`config.mk`:
```
export PLATFORM = sky130hd
export DESIGN_NAME = output_drain
export DESIGN_NICKNAME = d
export VERILOG_FILES = /design/src/rtl/output_drain.sv
export SDC_FILE = /design/constraint.sdc
export NUM_CORES = 1
export LEC_CHECK = 0
export CAP_MARGIN = 15
export CORE_ASPECT_RATIO = 1.5
export CORE_UTILIZATION = 40
export DETAILED_ROUTE_END_ITERATION = 16
export GPL_ROUTABILITY_DRIVEN = 0
export PLACE_DENSITY = 0.69
export SLEW_MARGIN = 25
export SYNTH_ARGS = -nofsm -noshare
export SYNTH_HDL_FRONTEND = slang
export SYNTH_SLANG_ARGS = --single-unit
```
`constraint.sdc`:
```
create_clock -name clk_i -period 3.7 [get_ports clk_i]
set_clock_uncertainty 0.1 [all_clocks]
set_input_delay 0.555 -clock clk_i [delete_from_list [all_inputs] [get_ports clk_i]]
set_output_delay 0.555 -clock clk_i [all_outputs]
set_load 0.01 [all_outputs]
```
`src/rtl/output_drain.sv`:
```
// -----------------------------------------------------------------------------
// output_drain
//   Walks a contiguous address range on output BRAM port B and streams each
//   word out on a valid/ready interface. It can optionally write zero behind
//   every read so the BRAM is ready for the next accumulation pass. A small
//   credit-controlled FIFO absorbs the 1-cycle BRAM read latency and
//   downstream backpressure.
//
//   Build option: define OUTPUT_DRAIN_RELU_EN to pass the FIFO-head word
//   through a ReLU before it reaches m_data_o. The FIFO always holds raw data.
//
// Ports
//   clk_i, rst_i     clock, synchronous active-high reset
//   start_i          start pulse, only honoured in IDLE
//   base_addr_i      first address, latched with start_i
//   count_i          word count, latched with start_i (0 = immediate done)
//   clear_i          zero-behind-read enable, latched with start_i
//   busy_o           high from the cycle after start until done_o
//   done_o           one-cycle completion pulse
//   bram_addr_o      port B address
//   bram_wr_en_o     port B write enable (write data is the constant 0)
//   bram_data_i      port B read data, one cycle after the address
//   m_valid_o/m_ready_i/m_data_o/m_last_o   output stream
//
// State | meaning
//   IDLE  | waiting for start_i
//   READ  | issuing reads, gated by FIFO credit
//   DRAIN | all reads issued, emptying FIFO until the last word leaves
//   DONE  | one-cycle completion pulse
// -----------------------------------------------------------------------------
module output_drain #(
    parameter int I_WIDTH         = 8,
    parameter int F_WIDTH         = 8,
    parameter int BRAM_ADDR_WIDTH = 11,
    parameter int FIFO_DEPTH      = 2
) (
    input  logic                         clk_i,
    input  logic                         rst_i,
    input  logic                         start_i,
    input  logic [BRAM_ADDR_WIDTH-1:0]   base_addr_i,
    input  logic [BRAM_ADDR_WIDTH:0]     count_i,
    input  logic                         clear_i,
    output logic                         busy_o,
    output logic                         done_o,
    output logic [BRAM_ADDR_WIDTH-1:0]   bram_addr_o,
    output logic                         bram_wr_en_o,
    input  logic [I_WIDTH+F_WIDTH-1:0]   bram_data_i,
    output logic                         m_valid_o,
    input  logic                         m_ready_i,
    output logic [I_WIDTH+F_WIDTH-1:0]   m_data_o,
    output logic                         m_last_o
);

    localparam int D_W   = I_WIDTH + F_WIDTH;
    localparam int CNT_W = BRAM_ADDR_WIDTH + 1;
    localparam int OCC_W = $clog2(FIFO_DEPTH + 1);
    localparam int PTR_W = $clog2(FIFO_DEPTH);

    localparam logic [OCC_W:0]           DEPTH_L  = (OCC_W+1)'(FIFO_DEPTH);
    localparam logic [OCC_W-1:0]         OCC_ONE  = OCC_W'(1);
    localparam logic [PTR_W-1:0]         LAST_PTR = PTR_W'(FIFO_DEPTH - 1);
    localparam logic [CNT_W-1:0]         CNT_ONE  = CNT_W'(1);
    localparam logic [BRAM_ADDR_WIDTH-1:0] ADDR_ONE = BRAM_ADDR_WIDTH'(1);

    typedef enum logic [1:0] {S_IDLE, S_READ, S_DRAIN, S_DONE} state_e;

    state_e                      state_q, state_d;
    logic [BRAM_ADDR_WIDTH-1:0]  addr_q;
    logic [CNT_W-1:0]            remain_q;
    logic                        clear_q;
    logic                        inflight_q;
    logic                        inflight_last_q;

    logic [D_W-1:0]              fifo_data_q [FIFO_DEPTH];
    logic                        fifo_last_q [FIFO_DEPTH];
    logic [PTR_W-1:0]            wr_ptr_q, rd_ptr_q;
    logic [OCC_W-1:0]            occ_q;

    logic                        pop;
    logic                        issue;
    logic                        final_issue;
    logic                        head_last;
    logic [D_W-1:0]              head_data;
    logic [OCC_W:0]              credit_used;

    function automatic logic [PTR_W-1:0] ptr_inc(input logic [PTR_W-1:0] p);
        return (p == LAST_PTR) ? '0 : p + PTR_W'(1);
    endfunction

    // Slots already claimed: buffered words plus the read in flight, minus
    // the word leaving this cycle. Never negative since pop implies occ >= 1.
    assign m_valid_o   = (occ_q != '0);
    assign pop         = m_valid_o & m_ready_i;
    assign credit_used = {1'b0, occ_q} + (OCC_W+1)'(inflight_q) - (OCC_W+1)'(pop);
    assign head_data   = fifo_data_q[rd_ptr_q];
    assign head_last   = m_valid_o & fifo_last_q[rd_ptr_q];
    assign m_last_o    = head_last;
    assign bram_addr_o = addr_q;

`ifdef OUTPUT_DRAIN_RELU_EN
    assign m_data_o = head_data[D_W-1] ? '0 : head_data;
`else
    assign m_data_o = head_data;
`endif

    // State register
    always_ff @(posedge clk_i) begin
        if (rst_i) state_q <= S_IDLE;
        else       state_q <= state_d;
    end

    // Next-state logic
    always_comb begin
        state_d = state_q;
        unique case (state_q)
            S_IDLE:  if (start_i) state_d = (count_i == '0) ? S_DONE : S_READ;
            S_READ:  if (final_issue) state_d = S_DRAIN;
            S_DRAIN: if (pop && head_last) state_d = S_DONE;
            S_DONE:  state_d = S_IDLE;
            default: state_d = S_IDLE;
        endcase
    end

    // Output logic
    always_comb begin
        busy_o       = (state_q != S_IDLE);
        done_o       = (state_q == S_DONE);
        issue        = (state_q == S_READ) && (credit_used < DEPTH_L);
        final_issue  = issue && (remain_q == CNT_ONE);
        bram_wr_en_o = issue && clear_q;
    end

    // Address / count tracking and read-latency pipeline
    always_ff @(posedge clk_i) begin
        if (rst_i) begin
            addr_q          <= '0;
            remain_q        <= '0;
            clear_q         <= 1'b0;
            inflight_q      <= 1'b0;
            inflight_last_q <= 1'b0;
        end else begin
            if (state_q == S_IDLE && start_i) begin
                addr_q   <= base_addr_i;
                remain_q <= count_i;
                clear_q  <= clear_i;
            end else if (issue) begin
                addr_q   <= addr_q + ADDR_ONE;
                remain_q <= remain_q - CNT_ONE;
            end
            inflight_q      <= issue;
            inflight_last_q <= final_issue;
        end
    end

    // Skid FIFO; storage needs no reset because occupancy gates every read
    always_ff @(posedge clk_i) begin
        if (rst_i) begin
            wr_ptr_q <= '0;
            rd_ptr_q <= '0;
            occ_q    <= '0;
        end else begin
            if (inflight_q) begin
                fifo_data_q[wr_ptr_q] <= bram_data_i;
                fifo_last_q[wr_ptr_q] <= inflight_last_q;
                wr_ptr_q              <= ptr_inc(wr_ptr_q);
            end
            if (pop) rd_ptr_q <= ptr_inc(rd_ptr_q);
            if (inflight_q && !pop)      occ_q <= occ_q + OCC_ONE;
            else if (!inflight_q && pop) occ_q <= occ_q - OCC_ONE;
        end
    end

endmodule

```
==> impl_metrics.json <==
{
  "run_status": "finished, final reports clean",
  "async_reset_ff_frac": 0,
  "netlist.area_leader.share": 0.3305,
  "hold_violations": 0,
  "cts.clk_slew.worst_paths_ps": 70,
  "fin_crit_ps": 3588,
  "ys.flop_type": "edfxtp_1",
  "internal_power_mw": 1.797,
  "cts-root-buf": "clkbuf_8",
  "switching_share": 0.3534,
  "clock_sinks": 67,
  "synthDistinctLibCells": 42,
  "cp_slowest_cell": "clkdlybuf4s50_1",
  "ant_nets": 0,
  "first_global_vias": 2451,
  "clock_latency_ps": 340,
  "worstMarginPinSlew_ps": 762.7,
  "synth_edf_count": 34,
  "cpPeakStageDelay_ps": 540,
  "area_growth_pct": 35.72,
  "fill_cells": 642,
  "worstHoldStart": "inflight_last_q",
  "grt_use_total": 0.1865,
  "peakVddDrop_mv": 0.3445,
  "hold_buffers": 0,
  "setup_tns_ps": 0,
  "io_pins": 76,
  "crit_family": "buffers and inverters",
  "grt_max_degree": 47,
  "cts_buffers": 9,
  "critPathMostFrequentCell": "clkdlybuf4s50_1",
  "arrival_ps": 2930,
  "drt_iter0_markers": 63,
  "path_buf_inv": 3,
  "cts_setup_buffers": 0,
  "cts_resized": 0,
  "die_height_um": 109.6,
  "cp_max_fo": 2,
  "post_synth.cell_area_avg_um2": 11.32,
  "cp-end-kind": "output port",
  "drc": 0,
  "clkPwrFrac": 0.207,
  "port_buffers": 75,
  "setup_violations": 0,
  "hp-class": "reg2reg",
  "num_vias": 2423,
  "core_um2": 7370,
  "power_leakage_nw": 1.456,
  "rsz0062_at_grt": "false",
  "yosysSeqAreaShare": 0.5443,
  "synth_area_leaders": "edfxtp_1 33%, dfxtp_1 21%, mux2_2 6.2%",
  "utilization": 0.5689,
  "required_ps": 3040,
  "dieArea_um2": 8086,
  "critPathLaunchType": "input port",
  "max_freq_ghz": 0.2787,
  "clock_path_buffers": 2,
  "wl_per_cell_um": 15.04,
  "slew_viol_final": 0,
  "dp_hpwl_um": 5032,
  "synth_most_common_cell": "edfxtp_1",
  "tritoncts": "built",
  "syn_area_um2": 3089,
  "crit_type": "in2out",
  "slew_headroom": 0.4908,
  "synth-seq-cells": 67,
  "min_period_over_period": 0.9697,
  "synth_top_area_cell": "edfxtp_1",
  "antenna_cells": 0,
  "vias_per_cell": 5.245,
  "synthCells": 273,
  "die_w_um": 73.76,
  "htreeDepth": 3,
  "r2r-start": "occ_q[0]",
  "num-nets-final": 412,
  "num_rows": 38,
  "maxCapViolCount": 0,
  "syn-num-nets": 328,
  "hold_ws_ps": 340.7,
  "grt.overflow.total": 0,
  "cp_cell_sequence": "clkdlybuf4s50_1 > o21ai_0 > inv_1 > ha_1 > nand2b_1 > fa_1 > and2_1 > and3_1 > clkdlybuf4s50_1",
  "antenna_found_initial": 0,
  "layout-drive-gt1-share": 0.1271,
  "share_comb_of_total_power": 0.413,
  "start_util": 0.4192,
  "critical_path.startpoint": "m_ready_i",
  "power.density_nw_per_um2": 662.8,
  "power_frac_seq": 0.380,
  "wl_um": 6950,
  "yosysWarningCount": 0,
  "detail_route.first_pass.iterations": 4,
  "finalPower_mw": 2.779,
  "yosys-top-cells-count": "34 x edfxtp_1, 33 x dfxtp_1, 21 x nor2_1, 17 x mux2_2",
  "grt_pass1_wl_um": 11250,
  "p_switching_uw": 982.1
}
## cell families after synthesis
logic type | count (synthesis) | share of synthesized area
adders and majority gates | 11 | 0.04698
buffers and inverters | 22 | 0.02673
xor gates and xnor gates | 21 | 0.06197
muxes | 19 | 0.06845
AOI/OAI and AO/OA | 48 | 0.09964
and+or+nand+nor | 85 | 0.1519
DFF | 67 | 0.5443
## cell usage in the layout, fill, tap and decap left out, types with 2 or more instances in the layout
| master | instances |
|---|---|
| a211oi_1 | 8 |
| a21oi_1 | 13 |
| a311oi_1 | 4 |
| and3_1 | 4 |
| buf_4 | 10 |
| clkbuf_1 | 2 |
| clkbuf_8 | 9 |
| clkdlybuf4s50_1 | 75 |
| clkinvlp_4 | 2 |
| dfxtp_1 | 33 |
| edfxtp_1 | 34 |
| ha_1 | 10 |
| inv_1 | 10 |
| mux2_2 | 17 |
| mux2i_1 | 2 |
| nand2_1 | 7 |
| nand2b_1 | 4 |
| nand3_1 | 9 |
| nand4_1 | 4 |
| nor2_1 | 21 |
| nor3_1 | 8 |
| nor4_1 | 10 |
| nor4b_1 | 3 |
| o21ai_0 | 13 |
| o31ai_1 | 3 |
| or3_1 | 3 |
| or4_1 | 4 |
| xnor2_1 | 13 |
| xor2_1 | 6 |
## worst paths after layout
check	to	slack [ps]	depth (start not counted)
max	bram_wr_en_o	110	9
min	fifo_last_q[0]	340	0
max reg2reg	remain_q[7]	600	10
min reg2reg	fifo_last_q[0]	340	0
## flip-flops by register name, indices dropped and copies added (netlist names), named ones only
name             count
inflight_q           1
state_q              2
clear_q              1
bram_addr_o         11
remain_q            12
occ_q                2
rd_ptr_q             1
fifo_data_q         32
inflight_last_q      1
fifo_last_q          2
wr_ptr_q             1
## layout make-up
cell class	instances	area, um^2	share of cell area
repair buffers	85	825.8	0.1970
clock buffers	11	131.4	0.03133
clock inverters	5	53.80	0.01283
multi-input cells	184	1338	0.3190
well taps	100	125.1	0.02984
flip-flops and latches	67	1682	0.4011
inverters	10	37.54	0.008953
## power by group through the flow
stage	clock (mW)	sequential (mW)	combinational, mW
floorplan	0	1.04	0.705
global placement	0	1.07	1.13
detailed placement	0	1.07	1.13
CTS	0.591	1.06	1.15
global route	0.620	1.08	1.25
finish	0.576	1.06	1.15
## metal layers
layer  up-vias  share of wire  GRT usage  wire (um)
li1       1189              -          -          -
met1      1140           0.41     0.2051       2821
met2        76           0.52     0.3303       3581
met3        18          0.044    0.03116        308
met4         0          0.035     0.1113        240
met5         -              0          0          0
## per-stage QoR
| step | std cells | worst slack, ps | area [um^2] |
|---|---|---|---|
| 6_report | 462 | 112.2 | 4193 |
| 5_1_grt | 462 | 20.42 | 4193 |
| 3_5_place_dp | 446 | -53.84 | 4000 |
| 4_1_cts | 462 | 79.76 | 4185 |
| 2_1_floorplan | 273 | 552.5 | 3089 |
| 3_3_place_gp | 446 | 12.21 | 4000 |
(Power assumes the default switching activity.)
==> edit 1 (config.mk and constraints unchanged) <==
`FIFO_DEPTH`: 2 -> 4.
--- a/src/rtl/output_drain.sv
+++ b/src/rtl/output_drain.sv
@@ -32,7 +32,7 @@
     parameter int I_WIDTH         = 8,
     parameter int F_WIDTH         = 8,
     parameter int BRAM_ADDR_WIDTH = 11,
-    parameter int FIFO_DEPTH      = 2
+    parameter int FIFO_DEPTH      = 4
 ) (
     input  logic                         clk_i,
     input  logic                         rst_i,
Function: changed (a bounded check fails within 4 cycles, from zero or initial values and one cycle with rst_i high).
==> edit 1 against the unedited design <==
- sequential cell count rose by 38
- first-iteration DRC count rose by 94%
- total power rose by 36%
- critical endpoint unchanged
- via count increased by 24%
- setup slack better by 0.081 ns
- synthesized area grew 53%
- wire length up 30%
- final area rose by 42%
- largest cell class unchanged
- combinational power up 12%
==> edit 1: results (changes against the unedited design) <==
Status
  • Status: completed

GRT
  • Total GRT Usage: 15.5% (-3.1 points)
  • Met2 usage: 27.7% (-5.3 points)
  • Largest net degree at the start of global routing: 37 (-21%)
  • Vias in the first global route: 2,962 (+21%)
  • Met3 Use GR: 2.58% (-0.54 points)
  • Grt met1 use: 18.9% (-1.6 points)
  • First-pass GRT wire length: 14.7 mm (+31%)

Synthesis
  • Sequential-to-total area share from yosys stat: 58.9% (+4.4 points)
  • Adder-cell share of the synthesized area: 4.92% (+0.22 points)
  • XOR/XNOR share of the synthesized area: 4.45% (-1.8 points)
  • Count of flip-flops with a built-in enable after synthesis: 68 (+100%)
  • Most frequent cells after synthesis: edfxtp_1, dfxtp_1, nor2_1
  • Leading post-synthesis cells by cell area: edfxtp_1, dfxtp_1, mux4_2
  • Main synth FF type: edfxtp_1
  • Synth Net Count: 407 (+24%)
  • Post-synthesis mux area share: 8.97% (+2.1 points)
  • Compound-cell area share of the yosys netlist: 10.5% (+0.54 points)

Layout
  • Max FFs per register: 64 (+100%)
  • Layout cells sized above 1: 12.6% (-0.12 points)
  • Fin nets: 486 (+18%)
  • Filler cell count: 1,002 (+56%)

Route
  • Met1 WL: 3.84 mm (+36%)
  • Routed len/inst: 15.7 um (+4.1%)
  • Met3 routed WL: 350 um (+14%)
  • Vias per cell: 5.21 (-0.74%)
  • Routed wl met2: 4.77 mm (+33%)
  • Top routing layer used: met4
  • DRT iter0 DRCs: 122 (+94%)

Timing
  • Slew at the pin with the worst max-slew slack: 0.908 ns (+0.146 ns)

Pwr
  • P_leak: 1.97 nW (+36%)
  • Sw Ratio: 32.2% (-3.2 points)
  • Peak VDD IR: 0.379 mV (+10%)

Min path
  • Worst Hold End: clear_q
  • Hold depth: 2 (+2)
  • Worst Hold Launch: clear_q

Worst setup path
  • Critical path arrival: 2.85 ns (-0.08 ns)
  • R2R cell count: 12 (+2)
  • CP top delay family: simple AND/OR/NAND/NOR gates
  • Critical path's largest stage delay: 0.43 ns (-0.11 ns)
  • R2r endpoint: remain_q[7]
  • Crit-path slowest cell: or4_4
  • Worst Path Max Fanout: 4 (+2)
  • R2R Setup Slk: 0.55 ns (-0.05 ns)
  • Worst Setup SP: occ_q[0]

Clocking
  • H-tree depth: 3 (unchanged)
  • Clock Latency Late Sink: 0.34 ns (about the same)
  • Post_cts resized: 1 (+1)
  • Clock root buffer: clkbuf_16
  • Clk slew on worst S/H paths: 0.07 ns (about the same)
  • Clk buf depth: 2 (unchanged)

Placed design
  • DP HPWL: 6.38 mm (+27%)
-- edit 1: changes by cell type in the layout (fill, tap and decap cells not counted), sizes merged, moves of 8 or more --
| cell | before | now |
|---|---|---|
| inv | 10 | 21 |
| edfxtp | 34 | 68 |
| mux2 | 17 | 1 |
| mux4 | 0 | 17 |
| xnor2 | 14 | 22 |
| o21ai | 13 | 2 |
| a211oi | 8 | 27 |
| nor2 | 21 | 33 |
-- edit 1: power by group through the flow --
stage | Combinational, mW | Clock, mW | Sequential (mW)
after floorplan | 0.851 | 0 | 1.52
after global placement | 1.27 | 0 | 1.55
after detailed placement | 1.29 | 0 | 1.55
after CTS | 1.30 | 1.01 | 1.53
after global routing | 1.41 | 1.06 | 1.55
final | 1.29 | 0.980 | 1.52
-- edit 1: through the flow --
stage                     power (mW)  instances  cell area [sq um]  setup WS [ns]  hold WS (ns)
after detailed placement        2.84        563               5660         0.0237         0.346
final                           3.79        579               5970          0.194         0.355
after CTS                       3.83        579               5970          0.145         0.354
after global placement          2.82        563               5660         0.0282         0.343
after floorplan                 2.37        345               4730          0.403         0.332
after global routing            4.02        579               5970         0.0332         0.384
-- edit 1: layout make-up --
| cell class | count | area share (%) |
|---|---|---|
| clock buffers | 9 | 3.77 |
| inverters | 18 | 1.13 |
| multi-input cells | 205 | 30.0 |
| repair buffers | 85 | 13.8 |
| clock inverters | 7 | 1.57 |
| flip-flops and latches | 105 | 46.6 |
| well taps | 150 | 3.14 |
-- edit 1: kinds of logic (layout without fill, tap and decap cells) --
kind of cell | count (synthesis) | in the layout
AND/OR/NAND/NOR | 86 | 86
multiplexers | 21 | 21
flip-flops | 105 | 105
AO/OA/AOI/OAI | 56 | 56
XOR/XNOR | 24 | 24
adder cells (fa/ha/maj) | 18 | 18
buffers and inverters | 35 | 119
==> edit 2 (config.mk and constraints unchanged) <==
Without the edit above. Encoding of `state_e`: now one-hot (4 bits for 4 states).
--- a/src/rtl/output_drain.sv
+++ b/src/rtl/output_drain.sv
@@ -62,7 +62,7 @@
     localparam logic [CNT_W-1:0]         CNT_ONE  = CNT_W'(1);
     localparam logic [BRAM_ADDR_WIDTH-1:0] ADDR_ONE = BRAM_ADDR_WIDTH'(1);
 
-    typedef enum logic [1:0] {S_IDLE, S_READ, S_DRAIN, S_DONE} state_e;
+    typedef enum logic [3:0] {S_IDLE = 4'b0001, S_READ = 4'b0010, S_DRAIN = 4'b0100, S_DONE = 4'b1000} state_e;
 
     state_e                      state_q, state_d;
     logic [BRAM_ADDR_WIDTH-1:0]  addr_q;
Formal check against the unedited RTL: no difference found for any inputs over 10 cycles, from zero or initial values and one cycle with rst_i high; not proved beyond that.
==> edit 2 against the unedited design <==
- final area increased by 3.9%
- via count grew 5.2%
- combinational power fell by 46%
- sequential cell count grew 2
- global-route usage increased by 0.64 points
- setup slack got worse by 0.017 ns
- total power is 11% lower
- synthesized area up 0.41%
- wire length increased by 5.2%
- critical path type unchanged
- largest cell class unchanged
- hold slack worse by 0.013 ns
- synthesized cell count grew 0.37%
==> edit 2: results (changes against the unedited design) <==
Worst setup path
  • R2R cell count: 10 (unchanged)
  • R2r endpoint: remain_q[10]
  • Worst Setup SP: m_ready_i
  • Critical path's largest stage delay: 0.54 ns (about the same)
  • R2R Setup Slk: 0.63 ns (+0.03 ns)
  • Worst Path Max Fanout: 2 (unchanged)
  • CP top delay family: buffers and inverters
  • CP Capture Point: bram_wr_en_o
  • Reg2reg start: occ_q[1]
  • Critical path arrival: 2.95 ns (+0.02 ns)
  • Crit-path slowest cell: fa_2

Placed design
  • Setup WS pre-CTS: 0.0459 ns (+0.0997 ns)
  • DP HPWL: 5.13 mm (+2.0%)
  • Dpl cell area: 4020 sq um (+0.41%)
  • Port bufs: 75 (unchanged)

GRT
  • First-pass GRT wire length: 11.7 mm (+3.7%)
  • Total GRT Usage: 19.3% (+0.64 points)
  • Initial antenna violation count: 0 (unchanged)
  • Vias in the first global route: 2,504 (+2.2%)
  • Largest net degree at the start of global routing: 30 (-36%)

Route
  • DRT iter0 DRCs: 131 (+110%)
  • Drt first pass iters: 4 (unchanged)
  • Vias per cell: 5.47 (+4.3%)
  • Routed len/inst: 15.7 um (+4.3%)

Clocking
  • Clock Latency Late Sink: about 0.33 ns
  • Clock root buffer: clkbuf_16
  • Clk slew on worst S/H paths: 0.05 ns (-0.02 ns)
  • Clk buf depth: 2 (unchanged)
  • Total CTS buffers: 9 (unchanged)
  • H-tree depth: 3 (unchanged)

Timing
  • Slew at the pin with the worst max-slew slack: 0.810 ns (+0.0470 ns)
  • Period utilisation layout: 97.4% (+0.46 points)

Synthesis
  • Sequential-to-total area share from yosys stat: 55.5% (+1.1 points)
  • Main synth FF type: dfxtp_1
  • Count of flip-flops with a built-in enable after synthesis: 34 (unchanged)
  • Ys async rst share: 0% (unchanged)
  • Most frequent cells after synthesis: dfxtp_1, edfxtp_1, nor2_1
  • Leading post-synthesis cells by cell area: edfxtp_1, dfxtp_1, mux2_2
  • Synth warn: 0 (unchanged)
  • Synth Net Count: 324 (-1.2%)
  • Yosys cell types: 49 (+17%)

Pwr
  • P_leak: 1.52 nW (+4.4%)
  • Peak VDD IR: 0.330 mV (-4.3%)
  • Sw Ratio: 27.0% (-8.4 points)

Layout
  • Fin nets: 409 (-0.73%)
  • Reg with most FFs: fifo_data_q
  • # diodes: 0 (unchanged)
  • Layout cells sized above 1: 14.3% (+1.6 points)

Status
  • Status: completed
edit 2: changes by cell type after synthesis, sizes merged, moves of 5 or more:
cell and delta:
or3 +6, a211oi -6, nor3 -6, ha -5, nand2 +10, xnor2 -12
edit 2: power by group through the flow:
stage	sequential, mW	clock (mW)	combinational (mW)
2_1_floorplan	0.920	0	0.347
3_3_place_gp	0.949	0	0.590
3_5_place_dp	0.950	0	0.600
4_1_cts	0.937	0.938	0.605
5_1_grt	0.949	0.970	0.672
6_report	0.937	0.914	0.617
edit 2: final cells by class:
cell class / instances / area (sq um)
inverter: 10 / 37.5
multi-input combinational: 184 / 1320
clock buffer: 10 / 239
sequential: 69 / 1720
fill: 641 / 3210
timing repair buffer: 85 / 826
tap: 102 / 128
clock inverter: 6 / 86.3
edit 2: logic make-up after synthesis:
group,count (synthesis),synth area share [%]
AND/OR/NAND/NOR,94,17.5
flip-flops,69,55.5
AO/OA/AOI/OAI,61,13.8
buffers and inverters,21,2.62
multiplexers,17,6.13
XOR/XNOR,6,1.69
adder cells (fa/ha/maj),6,2.66
edit 2: how the worst min path moves through the flow:
stage	start	end	slack [ns]	cells past startpoint
floorplan	inflight_last_q	fifo_last_q[0]	0.30	0
CTS	inflight_last_q	fifo_last_q[0]	0.33	0
finish	inflight_last_q	fifo_last_q[0]	0.33	0
detailed placement	inflight_last_q	fifo_last_q[1]	0.32	0
global route	inflight_last_q	fifo_last_q[0]	0.34	0
global placement	inflight_last_q	fifo_last_q[0]	0.30	0
edit 2: repair_timing:
action,CTS,global route
gates resized for setup,0,3
endpoints found under the setup margin,0,1
hold buffers,0,0
edit 2: worst reg2reg max path, stage by stage, from the launching register on:
cell      delay [ns]
dfxtp_1         0.39
o21ai_0         0.27
inv_1           0.08
ha_1            0.26
nand2b_1        0.16
fa_2            0.54
buf_4           0.15
and2_1          0.15
nand4_1         0.23
or3_1           0.39
a311oi_1        0.26
edit 2: stage by stage:
stage	hold slack [ns]	instances	utilization, %
after global placement	0.305	450	53.1
after detailed placement	0.321	450	53.1
final	0.328	466	57.6
after floorplan	0.304	274	-
after CTS	0.332	466	57.4
after global routing	0.339	466	57.6
edit 2: per-layer routing:
metal | share of wire (%) | wire length (um) | global-route usage (%) | vias up
met1 | 40 | 2910 | 20.9 | 1203
met2 | 52 | 3770 | 33.6 | 102
met3 | 5.9 | 433 | 5.50 | 18
met5 | 0 | 0 | 0 | -
li1 | - | - | - | 1225
met4 | 2.7 | 199 | 9.75 | 0
